**config.mk**
```make
export PLATFORM = sky130hd
export DESIGN_NAME = dev_bus_arbiter
export DESIGN_NICKNAME = d
export VERILOG_FILES = /design/src/rtl/dev_bus_arbiter.sv
export SDC_FILE = /design/constraint.sdc
export NUM_CORES = 1
export LEC_CHECK = 0
export CAP_MARGIN = 30
export CORE_MARGIN = 2
export CORE_UTILIZATION = 45
export DETAILED_ROUTE_END_ITERATION = 8
export PLACE_DENSITY = 0.95
export SLEW_MARGIN = 40
export SYNTH_ARGS = -nofsm -noshare
export SYNTH_HDL_FRONTEND = slang
export SYNTH_SLANG_ARGS = --single-unit
```
**constraint.sdc**
```tcl
create_clock -name clk -period 4.7 [get_ports clk]
set_clock_uncertainty 0.15 [all_clocks]
set_input_delay 0.705 -clock clk [delete_from_list [all_inputs] [get_ports clk]]
set_output_delay 0.705 -clock clk [all_outputs]
set_load 0.02 [all_outputs]
```
**src/rtl/dev_bus_arbiter.sv**
```systemverilog
// Two-master round-robin arbiter and sequencer for the single device memory port.
// Each grant issues one device strobe, waits out the read latency and returns a Done pulse.
module dev_bus_arbiter #(
  parameter int ADDR_WIDTH   = 18,
  parameter int DATA_WIDTH   = 32,
  parameter int READ_LATENCY = 1
) (
  input  logic                  clk,
  input  logic                  rst,

  input  logic                  m0Req,
  input  logic                  m0Lock,
  input  logic                  m0We,
  input  logic [ADDR_WIDTH-1:0] m0Addr,
  input  logic [DATA_WIDTH-1:0] m0Data,
  output logic [DATA_WIDTH-1:0] m0Q,
  output logic                  m0Done,

  input  logic                  m1Req,
  input  logic                  m1Lock,
  input  logic                  m1We,
  input  logic [ADDR_WIDTH-1:0] m1Addr,
  input  logic [DATA_WIDTH-1:0] m1Data,
  output logic [DATA_WIDTH-1:0] m1Q,
  output logic                  m1Done,

  output logic                  devClkEn,
  output logic                  devWriteEn,
  output logic [ADDR_WIDTH-1:0] devAddr,
  output logic [DATA_WIDTH-1:0] devData,
  input  logic [DATA_WIDTH-1:0] devQ,

  output logic                  busy,
  output logic                  owner
);

  typedef enum logic [1:0] {
    ST_IDLE  = 2'd0,
    ST_ISSUE = 2'd1,
    ST_WAIT  = 2'd2,
    ST_RESP  = 2'd3
  } state_e;

  localparam logic [3:0] WAIT_INIT = 4'(READ_LATENCY - 1);

  state_e                state_q;
  logic                  owner_q;
  logic                  last_q;
  logic                  lock_q;
  logic                  we_q;
  logic                  busy_q;
  logic                  clk_en_q;
  logic                  dev_we_q;
  logic                  done0_q;
  logic                  done1_q;
  logic [3:0]            cnt_q;
  logic [ADDR_WIDTH-1:0] addr_q;
  logic [DATA_WIDTH-1:0] data_q;
  logic [DATA_WIDTH-1:0] q0_q;
  logic [DATA_WIDTH-1:0] q1_q;

  logic                  grant_d;
  logic                  owner_d;
  logic                  we_d;
  logic [ADDR_WIDTH-1:0] addr_d;
  logic [DATA_WIDTH-1:0] data_d;
  logic [1:0]            req;

  assign req = {m1Req, m0Req};

  // Grant decision for the IDLE cycle: lock hold first, then round-robin on a tie.
  always_comb begin
    // NOTE: every combinational output gets a default first, so no path can infer a latch.
    grant_d = 1'b0;
    owner_d = owner_q;
    if (lock_q && req[owner_q]) begin
      grant_d = 1'b1;
      owner_d = owner_q;
    end else if (req == 2'b11) begin
      grant_d = 1'b1;
      owner_d = ~last_q;
    end else if (req[0]) begin
      grant_d = 1'b1;
      owner_d = 1'b0;
    end else if (req[1]) begin
      grant_d = 1'b1;
      owner_d = 1'b1;
    end
    we_d   = owner_d ? m1We   : m0We;
    addr_d = owner_d ? m1Addr : m0Addr;
    data_d = owner_d ? m1Data : m0Data;
  end

  // NOTE: sequential state uses non-blocking assignments so every register sees pre-edge values.
  always_ff @(posedge clk) begin
    if (rst) begin
      state_q  <= ST_IDLE;
      owner_q  <= 1'b0;
      last_q   <= 1'b1;
      lock_q   <= 1'b0;
      we_q     <= 1'b0;
      busy_q   <= 1'b0;
      clk_en_q <= 1'b0;
      dev_we_q <= 1'b0;
      done0_q  <= 1'b0;
      done1_q  <= 1'b0;
      cnt_q    <= '0;
      addr_q   <= '0;
      data_q   <= '0;
      q0_q     <= '0;
      q1_q     <= '0;
    end else begin
      clk_en_q <= 1'b0;
      dev_we_q <= 1'b0;
      done0_q  <= 1'b0;
      done1_q  <= 1'b0;
      case (state_q)
        ST_IDLE: begin
          // A recorded lock only matters on the first IDLE cycle after its RESP.
          lock_q <= 1'b0;
          if (grant_d) begin
            owner_q  <= owner_d;
            we_q     <= we_d;
            addr_q   <= addr_d;
            data_q   <= data_d;
            clk_en_q <= 1'b1;
            dev_we_q <= we_d;
            busy_q   <= 1'b1;
            state_q  <= ST_ISSUE;
          end
        end
        ST_ISSUE: begin
          if (we_q) begin
            {done1_q, done0_q} <= owner_q ? 2'b10 : 2'b01;
            state_q            <= ST_RESP;
          end else begin
            cnt_q   <= WAIT_INIT;
            state_q <= ST_WAIT;
          end
        end
        ST_WAIT: begin
          if (cnt_q == 4'd0) begin
            if (owner_q) q1_q <= devQ;
            else         q0_q <= devQ;
            {done1_q, done0_q} <= owner_q ? 2'b10 : 2'b01;
            state_q            <= ST_RESP;
          end else begin
            cnt_q <= cnt_q - 4'd1;
          end
        end
        ST_RESP: begin
          last_q  <= owner_q;
          lock_q  <= owner_q ? m1Lock : m0Lock;
          busy_q  <= 1'b0;
          state_q <= ST_IDLE;
        end
        default: state_q <= ST_IDLE;
      endcase
    end
  end

  assign m0Q        = q0_q;
  assign m1Q        = q1_q;
  assign m0Done     = done0_q;
  assign m1Done     = done1_q;
  assign devClkEn   = clk_en_q;
  assign devWriteEn = dev_we_q;
  assign devAddr    = addr_q;
  assign devData    = data_q;
  assign busy       = busy_q;
  assign owner      = owner_q;

endmodule
```
==> results of run 1 <==
[sequential cells by signal, summed over array words and instances (netlist names)]
register / flops
devData: 32
state_q: 2
devClkEn: 1
m0Done: 1
lock_q: 1
cnt_q: 4
devAddr: 18
busy: 1
we_q: 1
devWriteEn: 1
last_q: 1
owner: 1
m0Q: 32
m1Q: 32
m1Done: 1
[Yosys cell counts (all sizes together) (2+ instances only)]
library cell	number	area [µm²]
nor3	101	751
a21bo	2	20.0
a211oi	3	27.5
o21ai	2	13.8
buf	38	226
mux2i	4	40.0
dfxtp	129	2580
inv	5	18.8
clkbuf	19	71.3
or3	2	12.5
nor4	50	626
nor2	62	233
nor2b	3	18.8
a21oi	70	350
nand2	132	495
ha	6	75.1
nor3b	2	15.0
xnor2	2	17.5
[layout make-up]
cell class                 count  area share [%]
multi-input combinational    454            31.6
clock buffer                  23            5.64
timing repair buffer         269            29.8
sequential                   129            28.7
tap                          172            2.39
clock inverter                 8            1.65
inverter                       5           0.209
[metal layers]
layer / part of all wire (%) / track usage (%) / vias to the layer above / routed length [µm]
met5: 0 / 0 / - / 0
met3: 9.9 / 11.7 / 44 / 1830
met4: 2.8 / 13.6 / 0 / 517
li1: - / - / 2677 / -
met2: 50 / 45.2 / 231 / 9310
met1: 37 / 28.0 / 2608 / 6810
[kinds of logic (layout without fill, tap and decap cells)]
| logic type | count (synthesis) | in the layout | synth area share [%] |
|---|---|---|---|
| mux | 4 | 4 | 0.699 |
| flops | 129 | 129 | 45.1 |
| buf+inv | 62 | 305 | 5.53 |
| compound gates | 84 | 84 | 8.54 |
| fa+ha+maj | 6 | 6 | 1.31 |
| simple gates | 358 | 358 | 38.5 |
| xor+xnor | 2 | 2 | 0.306 |
[worst reg2reg max path, stage by stage, from the launching register on]
cell     delay, ns
dfxtp_1       0.33
inv_1         0.13
ha_1          0.31
nor2b_4       0.75
buf_4         0.39
nor2_1        0.08
nor4_2        0.19
[metrics by stage]
stage               hold WS (ns)  cell area [µm²]
CTS                        0.305             9000
global placement           0.290             8340
global route               0.322             9000
floorplan                  0.327             5730
finish                     0.302             9000
detailed placement         0.296             8340
[final timing paths]
| check | cells past startpoint | endpoint | slack [ns] |
|---|---|---|---|
| setup / recovery | 6 | devAddr[7]$_SDFFE_PP0P_ | 1.93 |
| hold / removal | 2 | m0Q[5]$_SDFFE_PP0P_ | 0.30 |
| setup reg to reg | 6 | devData[1]$_SDFFE_PP0P_ | 2.26 |
| hold reg to reg | 2 | m0Q[5]$_SDFFE_PP0P_ | 0.30 |
[power groups by stage]
stage	combinational [mW]	clock (mW)	sequential, mW
3_3_place_gp	2.05	0	1.50
3_5_place_dp	2.11	0	1.51
6_report	2.13	1.45	1.50
5_1_grt	2.29	1.52	1.52
2_1_floorplan	1.08	0	1.77
4_1_cts	2.13	1.47	1.50
==> results.ini, run 1 <==
[status]
status = complete, no violations

[global_routing]
antenna_found_initial = 0
grt_pass1_vias = 5532
grt_max_degree = 104
grt_use_total_pct = 26.6
grt-ovfl-total = 0
grt_pass1_wl_um = 28100

[clock_tree]
cts_root_buffer = clkbuf_16
clk_pin_slew_ns = 0.05
cts_tree = built
cts_buffers = 17
ctsHtreeMaxLevel = 4
cts_hold_buf = 0
ctsLongestPathBuffers = 2
cts_sinks = 129
clock_latency_ns = 0.42
cts_resized = 0
post_cts_buffers = 0

[final_layout]
synthToLayoutAreaGrowth_pct = 57.2
final_common_cell = clkdlybuf4s50_1
final_cells = 1060
n_fill_cell = 876
multi_input_area_um2 = 2850
nets = 1022
seqCellArea_um2 = 2580
mostFrequentLayoutCells = clkdlybuf4s50_1 (258), nand2_1 (132), dfxtp_1 (129), a21oi_1 (70), nor2_1 (62)
n_antenna_cell = 0
final_util_pct = 71.9
drive_gt1_share_pct = 16.9

[setup_path]
slowest_delay_ns = 0.64
cp_max_fo = 43
required_ns = 4.86
cp-startpoint = m1Req
worstSetupPathType = input pin to flip-flop
path_buf_inv = 2
r2r_start = state_q[0]$_SDFFE_PP0P_
critPathLaunchType = input pin
cp.arrival_ns = 2.93
cp_slowest_cell = clkdlybuf4s50_1
worstPathCellList = clkdlybuf4s50_1 > a21bo_2 > a22o_2 > buf_4 > nor3_2 > nor4_2
cp_top_family = buffers and inverters
crit_path_end_kind = flip-flop

[timing]
fmax_ghz = 0.360
maxSlewViolCount = 0
timing_hold_violations_final = 0
finalCritPeriodShare_pct = 59.0
finalCriticalPeriod_ns = 2.77
setup_ws_ns = 1.93
finalSetupViolCount = 0
worst_pin_slew_ns = 0.839
maxSlewHeadroom_pct = 44.0
rsz0062_at_grt = false
tns_ns = 0

[power]
p_per_area_nw_per_um2 = 564
worst_ir_drop_vdd_mv = 0.306
power_frac_seq_pct = 29.5
switching_share_pct = 36.9
p_leak_nw = 3.07
clockPowerShare_pct = 28.6
p_total_mw = 5.08
switchingPower_mw = 1.87
p_int_mw = 3.20
pwr-share-comb_pct = 41.9

[min_path]
hp-start = m0Q[5]$_SDFFE_PP0P_
hp-class = flip-flop to flip-flop

[floorplanning]
dieArea_um2 = 13600
die_h_um = 117
die_w_um = 117
initial_core_util_pct = 45.8
fp-row-count = 41
fp.coreArea_um2 = 12500
ios = 260

[placed_design]
post-place-ws_ns = 1.58
dp_hpwl_um = 12100
portBuffers = 259
dp_cells = 1029
gp_congestion = 0.745

[synthesis]
synth_edf_count = 0
syn_inst = 645
ys_seq_area_share_pct = 45.1
syn-num-nets = 791
synthArstFlopShare_pct = 0
yosysWarnings = 0
syn-cell-area_um2 = 5730
synth_ff_type = dfxtp_1
syn_avg_cell_area_um2 = 8.88
synth_seq_cells = 129
yosysUniqueCellTypes = 38

[flow_run]
cap_violations = 0

[detailed_routing]
route.detailed.drc = 0
drt-total-wl_um = 18500
wl_per_cell_um = 17.4
num_vias = 5560
firstDrtPassIters = 5
routed_via_density = 5.25
drt_iter0_markers = 393
antenna_left = 0

Power figures use the tool's default switching activity.
==> inputs of run 2 (changes only) <==
--- a/config.mk
+++ b/config.mk
@@ -7,9 +7,9 @@
 export LEC_CHECK = 0
 export CAP_MARGIN = 30
 export CORE_MARGIN = 2
-export CORE_UTILIZATION = 45
+export CORE_UTILIZATION = 38
 export DETAILED_ROUTE_END_ITERATION = 8
-export PLACE_DENSITY = 0.95
+export PLACE_DENSITY = 0.86
 export SLEW_MARGIN = 40
 export SYNTH_ARGS = -nofsm -noshare
 export SYNTH_HDL_FRONTEND = slang
==> constraint.sdc (replaced) <==
create_clock -name clk -period 2.4 [get_ports clk]
set_clock_uncertainty 0.15 [all_clocks]
set_input_delay 0.36 -clock clk [delete_from_list [all_inputs] [get_ports clk]]
set_output_delay 0.36 -clock clk [all_outputs]
set_load 0.02 [all_outputs]
==> run 2 against run 1 <==
  * Count of clock-buffer cells in the layout fell by 4
  * Die area is 18% higher
  * Setup slack got worse by 1.5 ns
  * Register-to-register slack lost 1.8 ns
  * Routed wire length shrank 5.2%
  * Critical endpoint is now owner
  * Largest cell class unchanged
==> results.ini, run 2 (same netlist as run 1, synthesis figures left out) <==
[floorplanning]
die_w_um = 127
die_h_um = 127
ios = 260
fp.coreArea_um2 = 14600
dieArea_um2 = 16100
initial_core_util_pct = 39.1
fp-row-count = 44

[global_routing]
grt-ovfl-total = 0
grt_use_total_pct = 21.7
grt_max_degree = 81
grt_pass1_vias = 5492
antenna_found_initial = 0
grt_pass1_wl_um = 27900

[power]
switchingPower_mw = 3.66
worst_ir_drop_vdd_mv = 0.674
p_leak_nw = 3.09
switching_share_pct = 38.1
p_int_mw = 5.94
p_per_area_nw_per_um2 = 1060
pwr-share-comb_pct = 44.1
clockPowerShare_pct = 25.6
power_frac_seq_pct = 30.3

[detailed_routing]
num_vias = 5549
drt-total-wl_um = 17500
wl_per_cell_um = 16.2
antenna_left = 0
routed_via_density = 5.12
firstDrtPassIters = 5
drt_iter0_markers = 255
route.detailed.drc = 0

[timing]
maxSlewViolCount = 0
finalCritPeriodShare_pct = 82.9
rsz0062_at_grt = false
setup_ws_ns = 0.410
tns_ns = 0
worst_pin_slew_ns = 0.681
maxSlewHeadroom_pct = 54.6
timing_hold_violations_final = 0
finalSetupViolCount = 0
fmax_ghz = 0.502
finalCriticalPeriod_ns = 1.99

[clock_tree]
cts_buffers = 17
ctsHtreeMaxLevel = 4
cts_resized = 0
cts_tree = built
cts_root_buffer = clkbuf_16
clk_pin_slew_ns = 0.06
clock_latency_ns = 0.41
ctsLongestPathBuffers = 2
cts_sinks = 129

[min_path]
hp-class = flip-flop to flip-flop
hold_end = m0Q[29]$_SDFFE_PP0P_
holdPathStages = 2
hp-start = m0Q[29]$_SDFFE_PP0P_

[setup_path]
ff2ff_path_depth = 7
critPathLaunchType = flip-flop
slowest_delay_ns = 0.66
worstPathCellList = clkdlybuf4s50_1
r2r_start = state_q[0]$_SDFFE_PP0P_
required_ns = 1.89
r2r-end = m0Q[30]$_SDFFE_PP0P_
cp_top_family = buffers and inverters
cp.arrival_ns = 1.48
crit_path_end_kind = primary output
r2r_slack_ns = 0.45
worstSetupPathType = flip-flop to primary output
cp_max_fo = 4
cp_slowest_cell = clkdlybuf4s50_1
path_buf_inv = 1

[placed_design]
portBuffers = 259
dp_hpwl_um = 11900
post-place-ws_ns = 0.197
gp_congestion = 0.807

[final_layout]
drive_gt1_share_pct = 17.8
mostFrequentLayoutCells = clkdlybuf4s50_1 (258), nand2_1 (132), dfxtp_1 (129), a21oi_1 (70), nor2_1 (62)
nets = 1032
n_antenna_cell = 0
synthToLayoutAreaGrowth_pct = 58.4
final_common_cell = clkdlybuf4s50_1

[status]
status = complete, no violations

[flow_run]
cap_violations = 0

-- run 2: cell types whose count changed in the layout (fill, tap and decap cells not counted), sizes merged --
| cell | delta |
|---|---|
| clkinvlp | +2 |
| clkinv | +4 |
| dlygate4sd3 | +1 |
| buf | +9 |
| inv | +2 |
| bufinv | -3 |
| clkbuf | -4 |
-- run 2: final cells by class --
cell class / instances / area (µm²)
fillers: 1199 / 5570
clock buffers: 19 / 453
inverters: 5 / 18.8
clock inverters: 13 / 111
multi-input cells: 454 / 2850
well taps: 184 / 230
repair buffers: 279 / 2830
flip-flops and latches: 129 / 2580
-- run 2: what timing repair did --
| item | CTS | global route |
|---|---|---|
| setup endpoints to repair | 0 | 0 |
| buffers inserted | 0 | 0 |
| endpoints found under the hold margin | 1 | 0 |
| hold buffers | 1 | 0 |
-- run 2: metal layers --
metal  track usage [%]  vias up  part of all wire, %
met2              36.6      231                   47
li1                  -     2700                    -
met4              7.89        0                  2.1
met1              24.4     2585                   40
met5                 0        -                    0
met3              9.49       33                   10
-- run 2: worst max-delay path by stage --
stage	startpoint	endpoint	slack [ns]	cells after the start
global route	state_q[0]$_SDFFE_PP0P_	m0Q[30]$_SDFFE_PP0P_	0.28	7
global placement	m0Req	devAddr[16]$_SDFFE_PP0P_	0.25	6
detailed placement	m0Req	devAddr[17]$_SDFFE_PP0P_	0.20	6
CTS	owner$_SDFFE_PP0P_	owner	0.39	1
finish	owner$_SDFFE_PP0P_	owner	0.41	1
floorplan	state_q[0]$_SDFFE_PP0P_	cnt_q[1]$_SDFFE_PP0P_	0.66	6
-- run 2: power by group through the flow --
stage / clock network (mW) / registers (mW) / logic (mW)
final: 2.46 / 2.91 / 4.23
after global routing: 2.60 / 2.96 / 4.59
after CTS: 2.51 / 2.91 / 4.25
after detailed placement: 0 / 2.95 / 4.23
after global placement: 0 / 2.93 / 4.17
after floorplan: 0 / 3.46 / 2.11
-- run 2: worst min-delay path, cell delays in order, from the launching register on --
cell     delay, ns
dfxtp_1       0.30
nand2_1       0.05
a21oi_1       0.05
-- run 2: through the flow --
stage	cells	utilization, %	instance area (µm²)	power, mW	hold WS (ns)
3_3_place_gp	1050	58.0	8500	7.09	0.290
2_1_floorplan	645	-	5730	5.57	0.327
3_5_place_dp	1050	58.0	8500	7.18	0.296
6_report	1083	62.0	9070	9.60	0.301
5_1_grt	1083	62.0	9070	10.2	0.319
4_1_cts	1083	62.0	9070	9.67	0.303
